==> config.mk <==
export PLATFORM = sky130hd
export DESIGN_NAME = ladybird_uart_loader
export DESIGN_NICKNAME = d
export VERILOG_FILES = /design/src/rtl/ladybird_uart_loader_pkg.sv /design/src/rtl/ladybird_uart_rx.sv /design/src/rtl/ladybird_uart_loader.sv
export SDC_FILE = /design/constraint.sdc
export NUM_CORES = 1
export LEC_CHECK = 0
export ABC_AREA = 0
export CAP_MARGIN = 5
export CELL_PAD_IN_SITES_DETAIL_PLACEMENT = 0
export CELL_PAD_IN_SITES_GLOBAL_PLACEMENT = 1
export CORE_MARGIN = 3
export CORE_UTILIZATION = 45
export CTS_CLUSTER_DIAMETER = 100
export DETAILED_ROUTE_END_ITERATION = 12
export PLACE_DENSITY = 0.95
export REMOVE_ABC_BUFFERS = 1
export SYNTH_ARGS = -nofsm -noshare
export SYNTH_HDL_FRONTEND = slang
export SYNTH_SLANG_ARGS = --single-unit
==> constraint.sdc <==
create_clock -name clk_i -period 3.2 [get_ports clk_i]
set_input_delay 0.8 -clock clk_i [delete_from_list [all_inputs] [get_ports clk_i]]
set_output_delay 0.8 -clock clk_i [all_outputs]
set_load 0.005 [all_outputs]
==> src/rtl/ladybird_uart_loader_pkg.sv <==
// Shared types and command bytes for the UART boot loader and its receiver.
package ladybird_config;

  typedef enum logic [2:0] {
    IDLE,
    W_ADDR,
    W_DATA,
    REQ,
    G_ADDR,
    DONE
  } loader_state_t;

  typedef enum logic [1:0] {
    R_IDLE,
    R_START,
    R_DATA,
    R_STOP
  } rx_state_t;

  localparam logic [7:0] CMD_WRITE = 8'h57;
  localparam logic [7:0] CMD_GO    = 8'h47;

endpackage

==> src/rtl/ladybird_uart_rx.sv <==
// 8N1 UART receiver: 2-flop synchroniser, mid-bit sampling, one-cycle valid/frame_err pulses.
module ladybird_uart_rx
  import ladybird_config::*;
#(
  parameter logic [15:0] WTIME = 16'h364
) (
  input  logic       clk_i,
  input  logic       anrst_i,
  input  logic       rx,
  output logic [7:0] data,
  output logic       valid,
  output logic       frame_err
);

  localparam logic [15:0] HALF_M1 = (WTIME >> 1) - 16'd1;
  localparam logic [15:0] FULL_M1 = WTIME - 16'd1;

  logic        rx_meta_reg, rx_sync_reg, rx_prev_reg;
  rx_state_t   state_reg, state_next;
  logic [15:0] cnt_reg, cnt_next;
  logic [2:0]  bit_reg, bit_next;
  logic [7:0]  shift_reg, shift_next;

  // Line idles high, so the synchroniser resets to 1 to avoid a false start edge.
  always_ff @(posedge clk_i or negedge anrst_i) begin
    if (!anrst_i) begin
      rx_meta_reg <= 1'b1;
      rx_sync_reg <= 1'b1;
      rx_prev_reg <= 1'b1;
      state_reg   <= R_IDLE;
      cnt_reg     <= '0;
      bit_reg     <= '0;
      shift_reg   <= '0;
    end else begin
      rx_meta_reg <= rx;
      rx_sync_reg <= rx_meta_reg;
      rx_prev_reg <= rx_sync_reg;
      state_reg   <= state_next;
      cnt_reg     <= cnt_next;
      bit_reg     <= bit_next;
      shift_reg   <= shift_next;
    end
  end

  always_comb begin
    state_next = state_reg;
    cnt_next   = cnt_reg + 16'd1;
    bit_next   = bit_reg;
    shift_next = shift_reg;
    valid      = 1'b0;
    frame_err  = 1'b0;
    case (state_reg)
      R_IDLE: begin
        cnt_next = '0;
        bit_next = '0;
        if (rx_prev_reg && !rx_sync_reg) state_next = R_START;
      end
      R_START: begin
        if (cnt_reg == HALF_M1) begin
          cnt_next   = '0;
          state_next = rx_sync_reg ? R_IDLE : R_DATA;
        end
      end
      R_DATA: begin
        if (cnt_reg == FULL_M1) begin
          cnt_next   = '0;
          shift_next = {rx_sync_reg, shift_reg[7:1]};
          bit_next   = bit_reg + 3'd1;
          if (bit_reg == 3'd7) state_next = R_STOP;
        end
      end
      R_STOP: begin
        if (cnt_reg == FULL_M1) begin
          cnt_next   = '0;
          state_next = R_IDLE;
          valid      = rx_sync_reg;
          frame_err  = !rx_sync_reg;
        end
      end
      default: state_next = R_IDLE;
    endcase
  end

  assign data = shift_reg;

endmodule

==> src/rtl/ladybird_uart_loader.sv <==
// UART boot loader: parses W/G commands from the host and drives word writes and the boot release.
module ladybird_uart_loader
  import ladybird_config::*;
#(
  parameter logic [15:0] WTIME   = 16'h364,
  parameter logic [23:0] TIMEOUT = 24'd10_000_000,
  parameter int          XLEN    = 32
) (
  input  logic            clk_i,
  input  logic            anrst_i,
  input  logic            uart_rx,
  output logic            bus_valid,
  input  logic            bus_ready,
  output logic [XLEN-1:0] bus_addr,
  output logic [XLEN-1:0] bus_wdata,
  output logic [3:0]      bus_wstrb,
  output logic            boot_start,
  output logic [XLEN-1:0] boot_pc,
  output logic            busy,
  output logic            err_frame,
  output logic            err_overrun
);

  logic [7:0] rx_data;
  logic       rx_valid;
  logic       rx_frame_err;

  ladybird_uart_rx #(
    .WTIME (WTIME)
  ) u_rx (
    .clk_i     (clk_i),
    .anrst_i   (anrst_i),
    .rx        (uart_rx),
    .data      (rx_data),
    .valid     (rx_valid),
    .frame_err (rx_frame_err)
  );

  logic [7:0]      hold_data_reg;
  logic            hold_full_reg;
  logic            err_frame_reg, err_overrun_reg;
  loader_state_t   state_reg, state_next;
  logic [XLEN-1:0] addr_reg, addr_next;
  logic [XLEN-1:0] data_reg, data_next;
  logic [1:0]      cnt_reg, cnt_next;
  logic [23:0]     tmo_reg, tmo_next;
  logic            consume;
  logic            collecting;

  // A consume frees the slot in the same cycle, so a simultaneous delivery refills it.
  always_ff @(posedge clk_i or negedge anrst_i) begin
    if (!anrst_i) begin
      hold_data_reg   <= '0;
      hold_full_reg   <= 1'b0;
      err_frame_reg   <= 1'b0;
      err_overrun_reg <= 1'b0;
    end else begin
      if (consume) begin
        hold_full_reg <= rx_valid;
        if (rx_valid) hold_data_reg <= rx_data;
      end else if (rx_valid) begin
        if (hold_full_reg) begin
          err_overrun_reg <= 1'b1;
        end else begin
          hold_full_reg <= 1'b1;
          hold_data_reg <= rx_data;
        end
      end
      if (rx_frame_err) err_frame_reg <= 1'b1;
    end
  end

  always_ff @(posedge clk_i or negedge anrst_i) begin
    if (!anrst_i) begin
      state_reg <= IDLE;
      addr_reg  <= '0;
      data_reg  <= '0;
      cnt_reg   <= '0;
      tmo_reg   <= '0;
    end else begin
      state_reg <= state_next;
      addr_reg  <= addr_next;
      data_reg  <= data_next;
      cnt_reg   <= cnt_next;
      tmo_reg   <= tmo_next;
    end
  end

  always_comb begin
    state_next = state_reg;
    addr_next  = addr_reg;
    data_next  = data_reg;
    cnt_next   = cnt_reg;
    consume    = hold_full_reg && (state_reg != REQ);
    collecting = (state_reg == W_ADDR) || (state_reg == W_DATA) || (state_reg == G_ADDR);
    tmo_next   = (!collecting || consume) ? 24'd0 : tmo_reg + 24'd1;

    case (state_reg)
      IDLE: begin
        if (consume) begin
          cnt_next = '0;
          if (hold_data_reg == CMD_WRITE)   state_next = W_ADDR;
          else if (hold_data_reg == CMD_GO) state_next = G_ADDR;
        end
      end
      W_ADDR, G_ADDR: begin
        if (consume) begin
          // Little-endian: each new byte enters at the top and the field shifts down.
          addr_next = {hold_data_reg, addr_reg[XLEN-1:8]};
          cnt_next  = cnt_reg + 2'd1;
          if (cnt_reg == 2'd3) state_next = (state_reg == W_ADDR) ? W_DATA : DONE;
        end else if (tmo_reg == TIMEOUT) begin
          state_next = IDLE;
        end
      end
      W_DATA: begin
        if (consume) begin
          data_next = {hold_data_reg, data_reg[XLEN-1:8]};
          cnt_next  = cnt_reg + 2'd1;
          if (cnt_reg == 2'd3) state_next = REQ;
        end else if (tmo_reg == TIMEOUT) begin
          state_next = IDLE;
        end
      end
      REQ: begin
        if (bus_ready) state_next = IDLE;
      end
      DONE: state_next = DONE;
      default: state_next = IDLE;
    endcase
  end

  assign bus_valid   = (state_reg == REQ);
  assign bus_addr    = {addr_reg[XLEN-1:2], 2'b00};
  assign bus_wdata   = data_reg;
  assign bus_wstrb   = bus_valid ? 4'hF : 4'h0;
  assign boot_start  = (state_reg == DONE);
  assign boot_pc     = boot_start ? addr_reg : '0;
  assign busy        = (state_reg != IDLE) && (state_reg != DONE);
  assign err_frame   = err_frame_reg;
  assign err_overrun = err_overrun_reg;

endmodule

* Word level (Yosys, flattened, before mapping)
Index checks and enable logic that the tools add are counted.
** Operators by class
- Add/sub/neg operators :: 4
- Equality and inequality tests :: 29
- Muxes and demuxes :: 39
- Bitwise gates (word level) :: 1
- Reductions and logical operators :: 26
** Operator list (number)
- $pmux W16 S3 :: 1
- $mux W3 :: 11
- $mux W16 :: 2
- $mux W32 :: 1
- $mux W8 :: 4
- $add A24 B1 Y24 const B :: 1
- $eq A24 B24 Y1 const B :: 1
- $mux W24 :: 1
- $add A16 B1 Y16 const B :: 1
- $eq A16 B10 Y1 const B :: 1
- $eq A16 B9 Y1 const B :: 1
- $eq A8 B7 Y1 const B :: 2
- $mux W2 :: 8
- $ne A2 B1 Y1 const B :: 8
- $pmux W3 S5 :: 1
- $reduce_and A2 Y1 :: 5
- $reduce_and A5 Y1 :: 2
- $eq A3 B3 Y1 const B :: 3
- $ne A3 B3 Y1 const B :: 3
- $pmux W2 S4 :: 1
- $eq A2 B2 Y1 const B :: 3
- $eq A3 B2 Y1 const B :: 2
- $mux W1 :: 6
- $ne A3 B2 Y1 const B :: 2
- 19 further kinds :: 28
** Storage, ports and cells
- Flip-flop bits (word level) :: 136
- Bits of input ports :: 4
- Output and inout port bits :: 105
- Logic and storage cells :: 115

* Depth between registers and ports, before layout
Gate-level depths: netlist of the first run.
- Word-level depth :: 6
- Gate-level depth with buffers :: 8
- Depth with buffers taken out :: 7

* Hierarchy
From an unflattened synthesis of the first run, not the netlist that was laid out.
** Second synthesis, totals
- Cell total of the unflattened synthesis :: 550
- Area, all modules :: 6472.5 sq um
** By module, submodules not included
- ladybird_uart_loader :: instances 1, cells each 412, area an instance 4922.2 sq um, sequential area each 2602.5 sq um
- ladybird_uart_rx :: instances 1, cells each 138, area an instance 1550.2 sq um, sequential area each 804.5 sq um

* Worst setup path after synthesis of the first run
OpenSTA, ideal clock, no wires.
- Path type :: register -> output
- Start :: reg state_reg[2]
- End :: out boot_pc[22]
- Arrival time :: 1376 ps
- Required time :: 2400 ps
- Setup slack :: 1024 ps
- Cell stages (with the launch flop) :: 5
- Path buffers :: 2
- Cell sequence :: dfrtp_1 clkbuf_1 nor2b_1 clkbuf_1 and3_1
** Between the ends
- Longest elaborated chain between the ends :: 2
** Ends and longest elaborated chain
- from (decl) :: line ladybird_uart_loader.sv:42 : loader_state_t state_reg, state_next;
- from (signal assigned) :: line ladybird_uart_loader.sv:81 : state_reg <= state_next;
- $eq A3 B3 Y1 :: line ladybird_uart_loader.sv:137 : assign boot_start = (state_reg == DONE);
- $mux W32 :: line ladybird_uart_loader.sv:138 : assign boot_pc = boot_start ? addr_reg : '0;
- to (decl) :: line ladybird_uart_loader.sv:18 : output logic [XLEN-1:0] boot_pc,
Every way passes these cells.

* Worst setup path after layout of the first run
- Start :: reg state_reg[2]
- End :: out busy
** Between the ends
- Longest elaborated chain between the ends :: 2
- Elaborated cells on any way between the ends :: 3
- Classes of those cells :: eq/ne: 1; reduce/logical: 2
** Ends and longest elaborated chain
- $ne A3 B3 Y1 / $reduce_bool A3 Y1 (equally long branches) :: line ladybird_uart_loader.sv:139 : assign busy = (state_reg != IDLE) && (state_reg != DONE);
- $logic_and A1 B1 Y1 (*) :: line ladybird_uart_loader.sv:139
- to (decl) :: line ladybird_uart_loader.sv:19 : output logic busy,
Mark *: on every way between the ends. The rest lies on a longest branch, timed or not.

==> results by group, run 1 <==
Outcome
  • Status: complete, no violations

Global route
  • Gr usage total: 16.25%
  • Vias in the first global route: 4224
  • Initial antenna violation count: 0
  • Global-route wire length before repair: 21030 um
  • Overflow after GRT: 0
  • Largest net degree at the start of global routing: 54

Detailed routing
  • Antenna Nets Post-Route: 0
  • DRT iter0 DRCs: 253
  • Vias: 4245
  • DRC: 0
  • 1st-pass router iterations: 4
  • Wire per inst: 14.79 um
  • Final WL: 12130 um
  • Vias/cell: 5.177

Final layout
  • Fill count: 1097
  • Final std cells w/o fill: 820
  • NumNets Final: 642
  • Area grow syn2layout: 24.69%
  • Post-route design area: 7968 um2
  • Finished Core Util: 58.77%
  • Layout cells sized above 1: 21.43%
  • # diodes: 0

Power
  • Internal power: 3.000 mW
  • Pwr Total: 3.900 mW
  • Leak Pwr: 3.791 nW
  • Cell Pwr Density: 489.5 nW/um2
  • Peak supply drop: 390.1 uV
  • Combinational share of power: 4.7%
  • Sequential Power Share: 47.6%
  • Switching part of the total: 23.09%
  • Clock group share of total power: 47.7%
  • Net switching power: 0.9005 mW

Floorplanning
  • Die footprint: 15670 um2
  • I/O pin total: 109
  • FP Rows: 42
  • DIE WIDTH: 125.2 um
  • Core outline area: 13560 um2
  • Initial Util: 47.13%
  • Chip height: 125.2 um

Worst setup path
  • FF-to-FF setup slack: 850 ps
  • Worst Setup SP: state_reg[2]$_DFFE_PN0P_
  • R2r endpoint: u_rx.state_reg[0]$_DFFE_PN0P_
  • CP max stage cell: dfrtp_1
  • WS Path Type: reg -> out
  • CP cell instances: nor2b_1, buf_4, and2_1, nor2_1, clkdlybuf4s50_1
  • Crit path max fanout: 23
  • CP Launch Type: flop
  • Arrival time worst endpoint: 2200 ps
  • Crit path capture: busy
  • CP Capture Type: output port
  • Critical Path Max Stage Delay: 530 ps
  • R2r worst-path depth: 5
  • R2R Path Start: u_rx.cnt_reg[3]$_DFF_PN0_
  • WP data required: 2400 ps

Synthesis
  • Synth Area in Compound Gates: 2.741%
  • Primary FF master, synth: dfrtp_1
  • Post-synth top area cell: dfrtp_1
  • Count of cell types in the netlist: 51
  • Synthesized area: 6390 um2
  • FF+latch count, synth: 136
  • Ys async rst share: 100.0%
  • Yosys top cell area share: 52.09%
  • Post-Synth Simple-Gate Area: 16.60%
  • Synth warn: 0
  • Synth Instances: 554
  • Fraction of synthesized area in multiplexers: 14.41%
  • Largest family of logic cells by synthesized area: simple AND/OR/NAND/NOR gates
  • Syn_area_per_cell: 11.53 um2
  • Area contributors post-synth: dfrtp_1 52%, mux2_2 14%, and3_1 4.3%, buf_4 4.2%, nor2_1 3.0%
  • Post-Synth XOR/XNOR Area: 5.071%
  • Count of flip-flops with a built-in enable after synthesis: 0
  • Register area share after synthesis: 53.32%
  • Post-Synth Adder-Cell Area: 1.371%

STA
  • Final hold violations: 0
  • Slew at the pin closest to its max-slew limit: 1011 ps
  • Post-Route Skew: 8.230 ps
  • Slew Limit Fails: 0
  • Hold Worst Slack: 356.2 ps
  • F_max: 0.3331 GHz
  • Final setup vio count: 0
  • Slew headroom: 32.00%
  • RSZ-0062 raised after global routing: false
  • Tmin final: 3002 ps
  • Fin Setup TNS: 0 ps
  • Final Worst Setup Slack: 197.7 ps
  • Tcrit/Tclk final: 93.82%

Place
  • Place WS: 617.1 ps
  • Dpl cell area: 7390 um2
  • I/O Buffers: 106
  • HPWL after DPL: 8453 um
  • Dpl cells: 788
  • GPL Wtd Cong: 0.7903

Clock tree
  • CTS Sinks: 136
  • TritonCTS clock tree: built
  • Hold_buf cts: 0
  • Postcts setup bufs: 0
  • Post-CTS Resized: 0
  • H-tree lvl count: 4
  • Reg clk slew, reported paths: 60 ps
  • Clock Latency Late Sink: 420 ps
  • Cts bufs inserted: 17
  • Clock Tree Buf Depth: 2
  • Root buf cell: clkbuf_16

Flow run
  • Maxcap violations: 0

Worst hold path
  • Hold Path Class: reg -> reg
## Yosys cell counts (all sizes together), types with 2 or more instances
| cell type | instances |
|---|---|
| a21oi | 5 |
| and2 | 2 |
| and3 | 46 |
| and4 | 2 |
| buf | 39 |
| clkbuf | 19 |
| dfrtp | 133 |
| dfstp | 3 |
| ha | 7 |
| inv | 12 |
| mux2 | 80 |
| mux2i | 2 |
| nand2 | 20 |
| nand2b | 3 |
| nand3 | 23 |
| nand3b | 5 |
| nand4 | 8 |
| nor2 | 52 |
| nor2b | 3 |
| nor3 | 3 |
| nor4 | 10 |
| nor4b | 2 |
| o21ai | 16 |
| o31ai | 2 |
| or3 | 2 |
| or3b | 3 |
| or4 | 2 |
| xnor2 | 18 |
| xor2 | 19 |
## power groups by stage
stage	Clock, mW	Combinational (mW)	Sequential [mW]
after floorplan	0	0.122	1.86
after global placement	0	0.177	1.88
after detailed placement	0	0.186	1.89
after CTS	1.89	0.190	1.86
after global routing	1.97	0.216	1.87
final	1.86	0.184	1.86
## cell type report
| type | count | area (um2) | area share [%] |
|---|---|---|---|
| multi-input combinational | 349 | 2579 | 32.36 |
| sequential | 136 | 3407 | 42.76 |
| clock buffer | 21 | 480.5 | 6.030 |
| timing repair buffer | 115 | 1139 | 14.29 |
| tap | 176 | 220.2 | 2.764 |
| inverter | 12 | 45.04 | 0.5653 |
| clock inverter | 11 | 97.59 | 1.225 |
## placed cells by master, fill, tap and decap left out, drive strengths merged, types with 4 or more instances in the layout
master         count
xnor2             18
xor2              19
clkinvlp           4
mux2              80
o21ai             16
ha                 7
nand3             23
clkdlybuf4s50    105
nand3b             5
and3              46
a21oi              5
dfrtp            133
nand4              8
buf               10
clkinv             6
inv               12
nor4              10
clkbuf            21
nand2             20
nor2              52
## kinds of logic (layout without fill, tap and decap cells)
kind of cell    after synthesis  in the layout
other cells                   1              2
mux                          82             82
fa+ha+maj                     7              7
buf+inv                      70            159
compound gates               30             30
xor+xnor                     37             37
simple gates                191            191
flops                       136            136
## critical path, delay by kind of cell (launching register included)
family / cells / cell delay, ps
simple gates: 3 / 530
buf+inv: 2 / 720
flops: 1 / 530
## worst min-delay path by stage
| stage | startpoint | to | slack (ps) | depth (start not counted) |
|---|---|---|---|---|
| floorplan | u_rx.rx_meta_reg$_DFF_PN1_ | u_rx.rx_sync_reg$_DFF_PN1_ | 350 | 0 |
| global placement | u_rx.rx_meta_reg$_DFF_PN1_ | u_rx.rx_sync_reg$_DFF_PN1_ | 350 | 0 |
| detailed placement | u_rx.rx_meta_reg$_DFF_PN1_ | u_rx.rx_sync_reg$_DFF_PN1_ | 350 | 0 |
| CTS | u_rx.rx_meta_reg$_DFF_PN1_ | u_rx.rx_sync_reg$_DFF_PN1_ | 360 | 0 |
| global route | u_rx.rx_meta_reg$_DFF_PN1_ | u_rx.rx_sync_reg$_DFF_PN1_ | 360 | 0 |
| finish | u_rx.rx_meta_reg$_DFF_PN1_ | u_rx.rx_sync_reg$_DFF_PN1_ | 360 | 0 |
## routing by layer
metal	up-vias	GRT usage (%)	wire (um)
met4	0	5.804	102
met5	-	0	0
met3	12	4.222	615
li1	2045	-	-
met2	108	26.29	6040
met1	2080	21.30	5369
No activity file was read; power rests on OpenSTA's default activity.
==> inputs of run 2 (changes only) <==
- ABC_AREA: 0 -> 1
- CORE_UTILIZATION: 45 -> 43
==> run 2 against run 1 <==
Core utilization decreased by 2.8 points; final area up 4.0%; flip-flop and latch count unchanged; die area up 8.5%; largest cell class unchanged; largest power group is now the clock network.
==> results by group, run 2 <==
Synthesis
  • Fraction of synthesized area in multiplexers: 0% (-14 points)
  • Synth warn: 0 (unchanged)
  • Post-synth top cells: 212 x nand2_1, 133 x dfrtp_1, 109 x nor2_1, 97 x inv_1, 44 x o21ai_1
  • Post-Synth XOR/XNOR Area: 1.448% (-3.6 points)
  • Yosys top cell area share: 50.02% (-2.1 points)
  • Synthesized area: 6654 um2 (+4.1%)
  • Largest family of logic cells by synthesized area: simple AND/OR/NAND/NOR gates
  • Post-Synth Simple-Gate Area: 25.31% (+8.7 points)
  • Synth Area in Compound Gates: 8.575% (+5.8 points)
  • Syn_area_per_cell: 8.124 um2 (-30%)
  • FF+latch count, synth: 136 (unchanged)
  • Post-Synth Adder-Cell Area: 1.316% (-0.054 points)
  • Count of flip-flops with a built-in enable after synthesis: 0 (unchanged)
  • Register area share after synthesis: 51.20% (-2.1 points)
  • Count of cell types in the netlist: 43 (-16%)
  • Ys async rst share: 100.0% (unchanged)
  • Primary FF master, synth: dfrtp_1
  • Area contributors post-synth: dfrtp_1 50%, nand2_1 12%, nor2_1 6.1%, inv_1 5.5%, buf_4 4.4%
  • Cell with the most instances after synthesis: nand2_1
  • Post-synth top area cell: dfrtp_1
  • Synth Instances: 819 (+48%)

Global route
  • Initial antenna violation count: 0 (unchanged)
  • Grt met2 use: 28.24% (+2.0 points)
  • Vias in the first global route: 4989 (+18%)
  • Largest net degree at the start of global routing: 70 (+30%)
  • Met1 usage: 23.20% (+1.9 points)
  • Busiest grt layer: met2
  • Overflow after GRT: 0 (unchanged)
  • Gr usage total: 17.59% (+1.3 points)
  • M3 GR Usage: 4.797% (+0.57 points)
  • Global-route wire length before repair: 23800 um (+13%)

Clock tree
  • Cts bufs inserted: 17 (unchanged)
  • Clock Latency Late Sink: 420 ps (about the same)
  • Root buf cell: clkbuf_16
  • H-tree lvl count: 4 (unchanged)
  • TritonCTS clock tree: built
  • Clock Tree Buf Depth: 2 (unchanged)
  • Hold_buf cts: 0 (unchanged)
  • CTS Sinks: 136 (unchanged)
  • Reg clk slew, reported paths: 60 ps (about the same)

Detailed routing
  • Antenna Nets Post-Route: 0 (unchanged)
  • Wire per inst: 13.08 um (-12%)
  • 1st-pass router iterations: 4 (unchanged)
  • Vias/cell: 4.841 (-6.5%)
  • DRC: 0 (unchanged)
  • Final WL: 14290 um (+18%)
  • DRT iter0 DRCs: 334 (+32%)
  • Vias: 5291 (+25%)

Worst setup path
  • WS Path Type: reg -> out
  • Arrival time worst endpoint: 2240 ps (+40 ps)
  • CP Capture Type: output port
  • CP Launch Type: flop
  • CP cell instances: inv_1, nor2_4, clkinvlp_4, buf_4, nor2_1, clkdlybuf4s50_1
  • WP buf/inv: 4 (+2)
  • Crit path max fanout: 16 (-30%)
  • Cell family with the largest share of critical-path delay: buffers and inverters
  • WP data required: 2400 ps (about the same)
  • CP max stage cell: clkdlybuf4s50_1
  • Critical Path Max Stage Delay: 510 ps (-20 ps)

Place
  • Place WS: 365.9 ps (-251.2 ps)
  • I/O Buffers: 106 (unchanged)
  • HPWL after DPL: 9973 um (+18%)
  • Dpl cells: 1058 (+34%)
  • GPL Wtd Cong: 0.8186 (+3.6%)

Power
  • Sequential Power Share: 43.0% (-4.6 points)
  • Leak Pwr: 3.599 nW (-5.1%)
  • Cell Pwr Density: 504.2 nW/um2 (+3.0%)
  • Combinational share of power: 5.8% (+1.1 points)
  • Clock group share of total power: 51.3% (+3.6 points)
  • Switching part of the total: 22.40% (-0.69 points)
  • Peak supply drop: 350.8 uV (-10%)
  • Internal power: 3.242 mW (+8.1%)
  • Net switching power: 0.9357 mW (+3.9%)

STA
  • Tmin final: 3042 ps (+40.09 ps)
  • Final Worst Setup Slack: 157.6 ps (-40.09 ps)
  • RSZ-0062 raised after global routing: false
  • Slew at the pin closest to its max-slew limit: 768.7 ps (-241.9 ps)
  • Tcrit/Tclk final: 95.08% (+1.3 points)
  • Final hold violations: 0 (unchanged)
  • F_max: 0.3287 GHz (-1.3%)
  • Slew headroom: 48.75% (+17 points)
  • Fin Setup TNS: 0 ps (unchanged)
  • Final setup vio count: 0 (unchanged)
  • Slew Limit Fails: 0 (unchanged)
  • Hold Worst Slack: 365.4 ps (+9.277 ps)
  • Post-Route Skew: 5.984 ps (-2.245 ps)

Floorplanning
  • I/O pin total: 109 (unchanged)
  • FP Rows: 44 (+4.8%)
  • Core outline area: 14810 um2 (+9.2%)
  • DIE WIDTH: 130.4 um (+4.2%)
  • Initial Util: 44.93% (-2.2 points)
  • Die footprint: 17000 um2 (+8.5%)
  • Chip height: 130.4 um (+4.2%)

Final layout
  • Most common cell after layout, fill and taps aside: nand2_1
  • Area grow syn2layout: 24.54%
  • Commonest cells after routing, fill and taps aside: 212 x nand2_1, 132 x dfrtp_1, 108 x nor2_1
  • NumNets Final: 908 (+41%)
  • Layout cells sized above 1: 8.691% (-13 points)
  • # diodes: 0 (unchanged)
  • Area of the multi-input gates: 2454 um2 (-4.9%)
  • Final std cells w/o fill: 1093 (+33%)
  • Fill count: 1307 (+19%)
  • Finished Core Util: 55.96% (-2.8 points)
  • Reg area: 3408 um2 (about the same)

Outcome
  • Status: complete, no violations

Worst hold path
  • Hold Path Class: in -> async

Flow run
  • Maxcap violations: 0 (unchanged)
==> run 2: cell types whose count changed in the layout (fill, tap and decap cells not counted), sizes merged, moves of 11 or more <==
cell / change
nor2: +64
inv: +93
nor3: +13
xor2: -11
o21ai: +65
mux2: -80
and3: -46
a21oi: +14
xnor2: -15
nand2: +198
==> run 2: area by class of cell <==
cell class	count	area share [%]
timing repair buffer	113	13.45
clock buffer	20	5.511
tap	184	2.778
timing repair inverter	1	0.09059
inverter	108	5.058
clock inverter	11	2.371
sequential	136	41.13
multi-input combinational	520	29.61
==> run 2: what timing repair did <==
item,4_1_cts,5_1_grt
gates resized for setup,3,2
gates cloned,1,0
buffers inserted,3,0
endpoints found under the setup margin,32,32
pin swaps,0,0
==> run 2: final timing paths <==
check,startpoint,end,slack (ps),cells past startpoint
hold / removal,anrst_i,bus_wdata[6]$_DFFE_PN0N_,370,1
min in group clk_i,u_rx.rx_meta_reg$_DFF_PN1_,u_rx.rx_sync_reg$_DFF_PN1_,370,0
hold reg to reg,u_rx.rx_meta_reg$_DFF_PN1_,u_rx.rx_sync_reg$_DFF_PN1_,370,0
setup / recovery,state_reg[2]$_DFFE_PN0P_,boot_pc[16],160,6
max in group asynchronous,anrst_i,u_rx.rx_sync_reg$_DFF_PN1_,2000,2
setup reg to reg,state_reg[2]$_DFFE_PN0P_,addr_reg[10]$_DFFE_PN0P_,1260,7
==> run 2: through the flow <==
step           area [um2]  power [mW]
3_3_place_gp         7591       2.061
6_report             8287       4.178
5_1_grt              8287       4.341
2_1_floorplan        6269       1.974
3_5_place_dp         7591       2.067
4_1_cts              8280       4.230
==> run 2: cells by family after synthesis <==
family,Yosys count
buffers and inverters,164
flip-flops,136
adder cells (fa/ha/maj),7
AND/OR/NAND/NOR,393
other,1
XOR/XNOR,11
AO/OA/AOI/OAI,107
==> run 2: layer usage <==
metal	routed length, um	up-vias
li1	-	2683
met1	6670	2449
met2	6604	140
met3	823	19
met4	195	0
met5	0	-
==> run 2: power groups by stage <==
stage	sequential (mW)	clock (mW)	combinational, mW
floorplan	1.81	0	0.159
global placement	1.82	0	0.239
detailed placement	1.82	0	0.243
CTS	1.79	2.19	0.245
global route	1.80	2.26	0.278
finish	1.79	2.14	0.240
==> inputs of run 3 (changes only) <==
- CORE_UTILIZATION: 43 -> 35
- DONT_BUFFER_PORTS: unset -> 1
- PLACE_DENSITY: 0.95 -> 0.72
==> run 3 against run 2 <==
Sequential share of layout area is 6.6 points higher; final cell count is 6.0% lower; sequential power hardly changed; critical path type unchanged; largest cell class unchanged; highest routed layer unchanged.
==> results by group, run 3 (synthesis gave the netlist of run 2 again) <==
Outcome
  • Status: complete, no violations

Worst setup path
  • Crit path max fanout: 32 (+16)
  • R2r worst-path depth: 8 (+1)
  • CP Capture Type: output port
  • CP Launch Type: flop
  • WS Path Type: reg -> out
  • Arrival time worst endpoint: 1780 ps (-460 ps)
  • WP data required: 2400 ps (about the same)

Clock tree
  • H-tree lvl count: 4 (unchanged)
  • Root buf cell: clkbuf_16
  • Reg clk slew, reported paths: 60 ps (about the same)
  • Clock Latency Late Sink: 410 ps (about the same)
  • Cts bufs inserted: 17 (unchanged)
  • CTS Sinks: 136 (unchanged)
  • Clock Tree Buf Depth: 2 (unchanged)
  • Hold_buf cts: 0 (unchanged)
  • Post-CTS Resized: 0 (-3)
  • TritonCTS clock tree: built
  • Postcts setup bufs: 0 (-3)

Floorplanning
  • FP Rows: 49 (+11%)
  • I/O pin total: 109 (unchanged)
  • Die footprint: 20700 um2 (+22%)
  • DIE WIDTH: 143.9 um (+10%)
  • Core outline area: 18330 um2 (+24%)
  • Chip height: 143.9 um (+10%)
  • Initial Util: 36.30% (-8.6 points)

Global route
  • Global-route wire length before repair: 23140 um (-2.8%)
  • Gr usage total: 13.93% (-3.7 points)
  • Vias in the first global route: 4546 (-8.9%)
  • Initial antenna violation count: 0 (unchanged)
  • Overflow after GRT: 0 (unchanged)
  • Largest net degree at the start of global routing: 137 (+96%)

STA
  • Tmin final: 2580 ps (-462.0 ps)
  • Post-Route Skew: 7.817 ps (+1.833 ps)
  • Final setup vio count: 0 (unchanged)
  • RSZ-0062 raised after global routing: false
  • F_max: 0.3875 GHz (+18%)
  • Final hold violations: 0 (unchanged)
  • Hold Worst Slack: 76.98 ps (-288.4 ps)
  • Slew Limit Fails: 0 (unchanged)
  • Fin Setup TNS: 0 ps (unchanged)
  • Slew headroom: 50.47% (+1.7 points)
  • Slew at the pin closest to its max-slew limit: 743.0 ps (-25.72 ps)
  • Tcrit/Tclk final: 80.64% (-14 points)

Power
  • Net switching power: 0.9388 mW (+0.32%)
  • Cell Pwr Density: 540.3 nW/um2 (+7.2%)
  • Clock group share of total power: 48.1% (-3.2 points)
  • Leak Pwr: 3.182 nW (-12%)
  • Sequential Power Share: 46.5% (+3.5 points)
  • Combinational share of power: 5.4% (-0.4 points)
  • Peak supply drop: 257.6 uV (-27%)
  • Internal power: 2.914 mW (-10%)
  • Switching part of the total: 24.36% (+2.0 points)

Detailed routing
  • Final WL: 13950 um (-2.4%)
  • DRC: 0 (unchanged)
  • Antenna Nets Post-Route: 0 (unchanged)
  • Wire per inst: 13.59 um (+3.9%)
  • Vias/cell: 4.651 (-3.9%)
  • Vias: 4777 (-9.7%)
  • 1st-pass router iterations: 4 (unchanged)
  • DRT iter0 DRCs: 270 (-19%)

Place
  • HPWL after DPL: 9821 um (-1.5%)
  • I/O Buffers: 0 (-100%)
  • GPL Wtd Cong: 0.8130 (-0.68%)

Final layout
  • NumNets Final: 796 (-12%)
  • # diodes: 0 (unchanged)
  • Area grow syn2layout: 7.183%
  • Most common cell after layout, fill and taps aside: nand2_1
  • Layout cells sized above 1: 8.647% (-0.044 points)
  • Commonest cells after routing, fill and taps aside: 212 x nand2_1, 133 x dfrtp_1, 109 x nor2_1

Worst hold path
  • Hold Path Class: in -> async

Flow run
  • Maxcap violations: 0 (unchanged)
[run 3: changes by cell type in the layout (fill, tap and decap cells not counted), moves of 2 or more]
cell	previous run	this run
bufinv_16	5	1
clkinvlp_4	7	3
inv_6	0	4
buf_4	7	2
clkinv_2	0	2
clkdlybuf4s50_1	105	0
[run 3: layout make-up]
cell class                 instances  area, um2
timing repair buffer               2      15.01
fill                            1864      11200
tap                              229      286.5
sequential                       136       3407
clock buffer                      20      446.7
inverter                         108      415.4
multi-input combinational        520       2446
clock inverter                    12      115.1
[run 3: critical path: stages, from the launching register on]
cell and delay (ps):
dfrtp_1 420, inv_2 120, nand2_1 60, nor2_1 270
inv_1 70, buf_4 230, nor2_1 190
[run 3: routing by layer]
| layer | GRT usage, % | routed length (um) | vias up |
|---|---|---|---|
| li1 | - | - | 2447 |
| met1 | 18.22 | 6462 | 2204 |
| met2 | 21.93 | 6353 | 118 |
| met3 | 4.859 | 1038 | 8 |
| met4 | 4.014 | 100 | 0 |
| met5 | 0 | 0 | - |
[run 3: worst paths after layout]
path / from / endpoint / slack [ps]
setup / recovery: state_reg[1]$_DFFE_PN0P_ / boot_pc[30] / 620
hold / removal: anrst_i / addr_reg[1]$_DFFE_PN0P_ / 80
setup reg to reg: state_reg[1]$_DFFE_PN0P_ / addr_reg[0]$_DFFE_PN0P_ / 1320
hold reg to reg: u_rx.rx_meta_reg$_DFF_PN1_ / u_rx.rx_sync_reg$_DFF_PN1_ / 360
max in group asynchronous: anrst_i / u_rx.rx_meta_reg$_DFF_PN1_ / 2840
min in group clk_i: u_rx.rx_meta_reg$_DFF_PN1_ / u_rx.rx_sync_reg$_DFF_PN1_ / 360
[run 3: stage by stage]
step / util (%) / setup slack [ps] / std cells / cell area [um2] / power (mW)
after floorplan: - / 1062 / 764 / 6269 / 1.974
after global placement: 35.84 / 1069 / 995 / 6570 / 2.030
after detailed placement: 35.84 / 1068 / 995 / 6570 / 2.031
after CTS: 38.91 / 609.5 / 1027 / 7132 / 3.913
after global routing: 38.91 / 474.7 / 1027 / 7132 / 4.036
final: 38.91 / 619.6 / 1027 / 7132 / 3.853
[run 3: power by group through the flow]
| stage | sequential, mW | combinational (mW) | clock [mW] |
|---|---|---|---|
| floorplan | 1.81 | 0.159 | 0 |
| global placement | 1.82 | 0.208 | 0 |
| detailed placement | 1.82 | 0.208 | 0 |
| CTS | 1.79 | 0.208 | 1.91 |
| global route | 1.80 | 0.238 | 2.00 |
| finish | 1.79 | 0.207 | 1.85 |
